[config.mk]
export PLATFORM = sky130hd
export DESIGN_NAME = rate_uart_reporter
export DESIGN_NICKNAME = d
export VERILOG_FILES = /design/src/rtl/rate_uart_reporter.sv
export SDC_FILE = /design/constraint.sdc
export NUM_CORES = 1
export LEC_CHECK = 0
export ABC_CLOCK_PERIOD_IN_PS = 5300
export CAP_MARGIN = 20
export CORE_UTILIZATION = 60
export DETAILED_ROUTE_END_ITERATION = 8
export GPL_ROUTABILITY_DRIVEN = 0
export HOLD_SLACK_MARGIN = 0.03
export PLACE_DENSITY = 0.85
export SETUP_SLACK_MARGIN = 0.2
export SLEW_MARGIN = 15
export SYNTH_ARGS = -nofsm -noshare
export SYNTH_HDL_FRONTEND = slang
export SYNTH_SLANG_ARGS = --single-unit
[constraint.sdc]
create_clock -name clk100 -period 5.3 [get_ports clk100]
set_clock_uncertainty 0.15 [all_clocks]
set_input_delay 0.795 -clock clk100 [delete_from_list [all_inputs] [get_ports clk100]]
set_output_delay 0.795 -clock clk100 [all_outputs]
set_load 0.02 [all_outputs]
[src/rtl/rate_uart_reporter.sv]
//==============================================================================
// Module      : rate_uart_reporter
// Description : Converts a strobed 16-bit rate value to five ASCII decimal
//               digits (double dabble) and sends them plus CR LF on 8N1 UART.
// Revision    : 1.0 - initial release
//==============================================================================
`timescale 1ns/1ps
`default_nettype none

module rate_uart_reporter #(
    parameter int CLK_HZ = 100000000,
    parameter int BAUD   = 115200
) (
    input  logic        clk100,
    input  logic        reset,
    input  logic [15:0] count,
    input  logic        count_valid,
    output logic        tx,
    output logic        busy,
    output logic        overrun
);

    localparam int CLKS_PER_BIT = CLK_HZ / BAUD;
    localparam int BAUD_W       = (CLKS_PER_BIT > 1) ? $clog2(CLKS_PER_BIT) : 1;
    localparam logic [BAUD_W-1:0] c_BAUD_LAST = BAUD_W'(CLKS_PER_BIT - 1);
    localparam logic [BAUD_W-1:0] c_BAUD_ONE  = BAUD_W'(1);

    typedef enum logic [1:0] {
        S_IDLE    = 2'd0,
        S_CONVERT = 2'd1,
        S_SEND    = 2'd2
    } state_t;

    state_t             r_state_q,   w_state_d;
    logic [15:0]        r_bin_q,     w_bin_d;
    logic [19:0]        r_bcd_q,     w_bcd_d;
    logic [3:0]         r_step_q,    w_step_d;
    logic [BAUD_W-1:0]  r_baud_q,    w_baud_d;
    logic [3:0]         r_bit_q,     w_bit_d;
    logic [2:0]         r_byte_q,    w_byte_d;
    logic               r_tx_q,      w_tx_d;
    logic               r_overrun_q, w_overrun_d;

    logic [15:0]        w_bcd_adj_lo;
    logic [2:0]         w_bcd_adj_hi;
    logic [7:0]         w_char;
    logic [2:0]         w_data_idx;
    logic               w_frame_bit;

    // The top digit never exceeds 6, so only its low three bits survive the shift.
    always_comb begin
        w_bcd_adj_lo = r_bcd_q[15:0];
        for (int i = 0; i < 4; i++) begin
            if (r_bcd_q[4*i +: 4] >= 4'd5) begin
                w_bcd_adj_lo[4*i +: 4] = r_bcd_q[4*i +: 4] + 4'd3;
            end
        end
        w_bcd_adj_hi = r_bcd_q[18:16];
        if (r_bcd_q[19:16] >= 4'd5) begin
            w_bcd_adj_hi = 3'(r_bcd_q[18:16] + 3'd3);
        end
    end

    always_comb begin
        case (r_byte_q)
            3'd0:    w_char = {4'h3, r_bcd_q[19:16]};
            3'd1:    w_char = {4'h3, r_bcd_q[15:12]};
            3'd2:    w_char = {4'h3, r_bcd_q[11:8]};
            3'd3:    w_char = {4'h3, r_bcd_q[7:4]};
            3'd4:    w_char = {4'h3, r_bcd_q[3:0]};
            3'd5:    w_char = 8'h0D;
            default: w_char = 8'h0A;
        endcase
    end

    always_comb begin
        w_data_idx  = 3'(r_bit_q - 4'd1);
        w_frame_bit = 1'b1;
        if (r_bit_q == 4'd0) begin
            w_frame_bit = 1'b0;
        end else if (r_bit_q <= 4'd8) begin
            w_frame_bit = w_char[w_data_idx];
        end
    end

    always_comb begin
        w_state_d   = r_state_q;
        w_bin_d     = r_bin_q;
        w_bcd_d     = r_bcd_q;
        w_step_d    = r_step_q;
        w_baud_d    = r_baud_q;
        w_bit_d     = r_bit_q;
        w_byte_d    = r_byte_q;
        w_tx_d      = r_tx_q;
        w_overrun_d = r_overrun_q | (count_valid && (r_state_q != S_IDLE));

        case (r_state_q)
            S_IDLE: begin
                if (count_valid) begin
                    w_state_d = S_CONVERT;
                    w_bin_d   = count;
                    w_bcd_d   = '0;
                    w_step_d  = '0;
                end
            end
            S_CONVERT: begin
                w_bcd_d  = {w_bcd_adj_hi, w_bcd_adj_lo, r_bin_q[15]};
                w_bin_d  = {r_bin_q[14:0], 1'b0};
                w_step_d = r_step_q + 4'd1;
                if (r_step_q == 4'd15) begin
                    w_state_d = S_SEND;
                    w_byte_d  = '0;
                    w_bit_d   = '0;
                    w_baud_d  = '0;
                end
            end
            S_SEND: begin
                // Bit index 10 marks the final stop bit as fully elapsed.
                if (r_bit_q == 4'd10) begin
                    w_state_d = S_IDLE;
                    w_tx_d    = 1'b1;
                    w_byte_d  = '0;
                    w_bit_d   = '0;
                    w_baud_d  = '0;
                end else begin
                    w_tx_d = w_frame_bit;
                    if (r_baud_q == c_BAUD_LAST) begin
                        w_baud_d = '0;
                        if ((r_bit_q == 4'd9) && (r_byte_q != 3'd6)) begin
                            w_bit_d  = '0;
                            w_byte_d = r_byte_q + 3'd1;
                        end else begin
                            w_bit_d = r_bit_q + 4'd1;
                        end
                    end else begin
                        w_baud_d = r_baud_q + c_BAUD_ONE;
                    end
                end
            end
            default: begin
                w_state_d = S_IDLE;
            end
        endcase
    end

    always_ff @(posedge clk100) begin
        if (reset) begin
            r_state_q   <= S_IDLE;
            r_bin_q     <= '0;
            r_bcd_q     <= '0;
            r_step_q    <= '0;
            r_baud_q    <= '0;
            r_bit_q     <= '0;
            r_byte_q    <= '0;
            r_tx_q      <= 1'b1;
            r_overrun_q <= 1'b0;
        end else begin
            r_state_q   <= w_state_d;
            r_bin_q     <= w_bin_d;
            r_bcd_q     <= w_bcd_d;
            r_step_q    <= w_step_d;
            r_baud_q    <= w_baud_d;
            r_bit_q     <= w_bit_d;
            r_byte_q    <= w_byte_d;
            r_tx_q      <= w_tx_d;
            r_overrun_q <= w_overrun_d;
        end
    end

    assign tx      = r_tx_q;
    assign busy    = (r_state_q != S_IDLE);
    assign overrun = r_overrun_q;

endmodule

`default_nettype wire

Word level (Yosys, flattened, before mapping) --
Index checks and enable logic that the tools add are counted. Widths: inputs -> output; s select.
Word-level totals: bits in registers 61, output and inout bits 3, bits of input ports 19
Operators by class: multiplexer cells 35, bitwise logic cells 1, equality and inequality tests 17, order comparisons 7, reduce and logical (&&, ||, !) cells 13, add/sub/neg operators 10
Operator list (count):
- $pmux 20 s2 | 1
- $mux 4 | 9
- $pmux 6 s6 | 1
- $pmux 16 s2 | 1
- $mux 10 | 3
- $ge 4x3->1 const B | 5
- $mux 20 | 1
- $pmux 10 s2 | 1
- $add 4x2->4 const B | 4
- $mux 16 | 1
- $pmux 4 s2 | 2
- $mux 3 | 5
- $eq 4x4->1 const B | 3
- $add 10x1->10 const B | 1
- $eq 10x10->1 const B | 1
- $ne 3x3->1 const B | 3
- $add 4x1->4 const B | 2
- $eq 3x2->1 const B | 2
- $eq 3x3->1 const B | 2
- $mux 2 | 3
- $ne 2x2->1 const B | 3
- $pmux 2 s3 | 1
- $pmux 3 s2 | 1
- $reduce_and 3->1 | 2
- other kinds (18) | 25

Depth between registers and ports, before layout --
word-level depth 7, depth in mapped cells 8, mapped depth without buffers 7

Worst setup path before layout --
No wires, ideal clock.
kind input -> register, from input count_valid, to register r_step_q[3], cell stages on the path 7, arrival time 1.822 ns, required time 5.022 ns, buffers on the path 3, setup slack 3.201 ns, cell sequence buf_2 > nor2_1 > or2_2 > buf_2 > clkbuf_1 > a22oi_1 > nor2_1
On the way: word-level cells in the longest chain between the ends 2
Ends and longest elaborated chain:
- from (decl) | line 17 | input logic count_valid,
- $ne 2x2->1 (no line)
- $reduce_and 2->1 (no line)
- to (signal assigned) | line 161 | r_step_q <= w_step_d;
- to (decl) | line 37 | logic [3:0] r_step_q, w_step_d;
No other way between the ends. A chain may end at the register's enable or synchronous reset.

Final worst setup path --
from register r_state_q[0], to output busy
On the way: word-level cells in the longest chain between the ends 1
Ends and longest elaborated chain:
- from (decl) | line 34 | state_t r_state_q, w_state_d;
- from (signal assigned) | line 158 | r_state_q <= w_state_d;
- $reduce_bool 2->1 | line 171 | assign busy = (r_state_q != S_IDLE);
- to (decl) | line 19 | output logic busy,
No other way between the ends.

==> results.sh <==
export IMPL_p_sw_share_pct=22.22
export IMPL_ys_flop_type="dfxtp_1"
export IMPL_numCtsBuffers=9
export IMPL_r2r_end="r_bit_q[3]"
export IMPL_worstSkewPairLatency_ns=0.35
export IMPL_cts_tree="built"
export IMPL_io_pin_count=22
export IMPL_start_kind="flop"
export IMPL_hp_class="flop to flop"
export IMPL_synth_edf_count=0
export IMPL_port_buffer_count=21
export IMPL_ys_types=48
export IMPL_outcome="finished clean"
export IMPL_yosysTopAreaCell="dfxtp_1"
export IMPL_regToRegSetupSlack_ns=2.81
export IMPL_cts_resized=0
export IMPL_grt_start_max_net_pins=41
export IMPL_drv_cap=0
export IMPL_power_mw=1.071
export IMPL_min_to="r_bin_q[12]"
export IMPL_rsz0062_at_grt="false"
export IMPL_grt_pass1_vias=2976
export IMPL_drt_total_wl_microns=7482
export IMPL_path_class="flop to output port"
export IMPL_seq_area_frac_synth_pct=35.84
export IMPL_syn_to_final_growth_pct=13.59
export IMPL_p_comb_share_pct=7.9
export IMPL_pwr_share_seq_pct=44.8
export IMPL_drc=0
export IMPL_num_antenna_cells=0
export IMPL_r2r_start="r_state_q[0]"
export IMPL_place_hpwl_microns=4858
export IMPL_intPower_mw=0.8328
export IMPL_yosys_register_bits=61
export IMPL_synth_common_cells="nor2_1 (77), dfxtp_1 (61), a21oi_1 (42)"
export IMPL_synth_top_area_share_pct=35.84
export IMPL_hold_buffers=0
export IMPL_critPathCaptureType="output port"
export IMPL_cts_sinks=61
export IMPL_worstPathArrival_ns=1.81
export IMPL_clock_power_share_pct=47.3
export IMPL_ant_nets=0
export IMPL_hold_violations=0
export IMPL_grt_overflow_total=0
export IMPL_finalNetCount=490
export IMPL_design_core_area_sq_mm=0.005473
export IMPL_drive_above_1_share_pct=5.714
export IMPL_viasPerCell=5.918
export IMPL_drtIter0Drc=188
export IMPL_worstMarginPinSlew_ns=0.8526
export IMPL_busiest_layer="met2"
export IMPL_path_clk_slew_ns=0.06
export IMPL_yosysMostFrequentCell="nor2_1"
export IMPL_timing_final_crit_period_ns=2.759
export IMPL_track_usage_pct=27.41
export IMPL_die_area_sq_mm=0.005984
export IMPL_setup_viol=0
export IMPL_rr_worst_depth=7
export IMPL_met2_usage_pct=45.49
export IMPL_netlist_area_sq_mm=0.003407
export IMPL_wl_per_cell_microns=14.20
export IMPL_synth_area_leaders="dfxtp_1 (36%), nor2_1 (8.5%), ha_1 (7.7%)"
export IMPL_path_max_fanout=36
export IMPL_cts_setup_buffers=0
export IMPL_hold_start="r_bin_q[12]"
export IMPL_grt_met1_usage_pct=33.24
export IMPL_syn_num_nets=478
export IMPL_syn_instance_count=438
export IMPL_p_leak_nw=1.467
export IMPL_async_flop_share_pct=0
export IMPL_clockRootBuffer="clkbuf_8"
export IMPL_via_count=3119
export IMPL_fmax_ghz=0.3624
export IMPL_slew_headroom_pct=42.95
export IMPL_p_sw_mw=0.2379
export IMPL_clock_path_buffers=2
export IMPL_antenna_found_initial=0
export IMPL_die_w_microns=77.36
export IMPL_min_path_cells=2
export IMPL_initial_core_util_pct=62.25
export IMPL_finalCritPeriodShare_pct=52.06
export IMPL_grtUsageMet3_pct=5.059
export IMPL_htree_levels=3
export IMPL_die_y_microns=77.36
export IMPL_grt_pass1_wl_microns=13190
export IMPL_row_count=27
export IMPL_finalSetupTns_ns=0
export IMPL_yosysWarnings=0
export IMPL_powerDensity_mw_per_mm2=276.7
export IMPL_drv_slew=0
export IMPL_vdd_drop_max_mv=0.2471
export IMPL_synth_avg_cell_area_sq_um=7.779
export IMPL_cp_required_ns=4.36
export IMPL_drtPass1Iterations=4
-- layout make-up --
cell class / instances / area (sq um)
clock buffer: 12 / 145.1
multi-input combinational: 335 / 2016
clock inverter: 4 / 95.09
sequential: 61 / 1221
inverter: 18 / 67.56
fill: 456 / 1603
tap: 72 / 90.09
timing repair buffer: 25 / 235.2
-- critical path: stages, from the launching register on --
cell and delay, ns:
dfxtp_1 0.37, buf_4 0.31, or2_2 0.18, clkdlybuf4s50_1 0.60
-- per-layer routing --
layer | share of wire (%) | wire length, microns
met5 | 0 | 0
met1 | 44 | 3294
met3 | 4.1 | 307
met2 | 49 | 3702
met4 | 2.4 | 177
-- cells in the final DEF, fill, tap and decap left out, types with 2 or more instances in the layout --
cell,count
nor2_1,77
dfxtp_1,61
a21oi_1,42
nor3_1,26
ha_1,21
nand2_1,20
clkdlybuf4s50_1,20
inv_1,18
o21ai_0,17
nor2b_1,16
nand3_1,16
xnor2_1,13
a22oi_1,12
nand2b_1,10
clkbuf_8,10
nand4_1,7
a21o_1,6
o211ai_1,6
xor2_1,6
a211oi_1,5
nand3b_1,4
a32oi_1,4
buf_4,4
bufinv_16,3
or2_2,2
or3_1,2
nor3b_1,2
clkbuf_1,2
-- kinds of logic after synthesis --
family / after synthesis / share of synthesized area, %
flip-flops: 61 / 35.84
AO/OA/AOI/OAI: 106 / 19.68
buffers and inverters: 42 / 4.994
multiplexers: 2 / 0.6243
adder cells (fa/ha/maj): 21 / 7.712
AND/OR/NAND/NOR: 187 / 26.26
XOR/XNOR: 19 / 4.884
-- how the worst max path moves through the flow --
stage	slack, ns	cells past startpoint	start	endpoint
after global placement	2.46	5	count_valid	r_bcd_q[11]
after floorplan	3.20	7	count_valid	r_step_q[3]
after global routing	2.43	3	r_state_q[0]	busy
final	2.54	3	r_state_q[0]	busy
after CTS	2.53	3	r_state_q[0]	busy
after detailed placement	2.30	5	count_valid	r_bin_q[7]
-- state kept, by name, indices dropped and copies added (netlist names) --
signal     cells
r_baud_q      10
tx             1
overrun        1
r_step_q       4
r_bin_q       16
r_bcd_q       20
r_state_q      2
r_bit_q        4
r_byte_q       3
-- per-stage QoR --
stage,util [%],area [sq um],hold WS [ns],cells,setup slack (ns)
6_report,70.71,3870,0.3188,527,2.541
5_1_grt,70.71,3870,0.3500,527,2.426
4_1_cts,70.71,3870,0.3282,527,2.533
3_5_place_dp,66.32,3630,0.3185,511,2.304
3_3_place_gp,66.32,3630,0.3010,511,2.458
2_1_floorplan,-,3407,0.2867,438,3.201
-- power groups by stage --
stage	sequential [mW]	combinational [mW]	clock, mW
finish	0.480	0.0841	0.507
detailed placement	0.489	0.0843	0
global route	0.481	0.0957	0.533
global placement	0.489	0.0822	0
CTS	0.480	0.0842	0.514
floorplan	0.488	0.0580	0
Note: power is estimated with default switching activity, not from simulation.
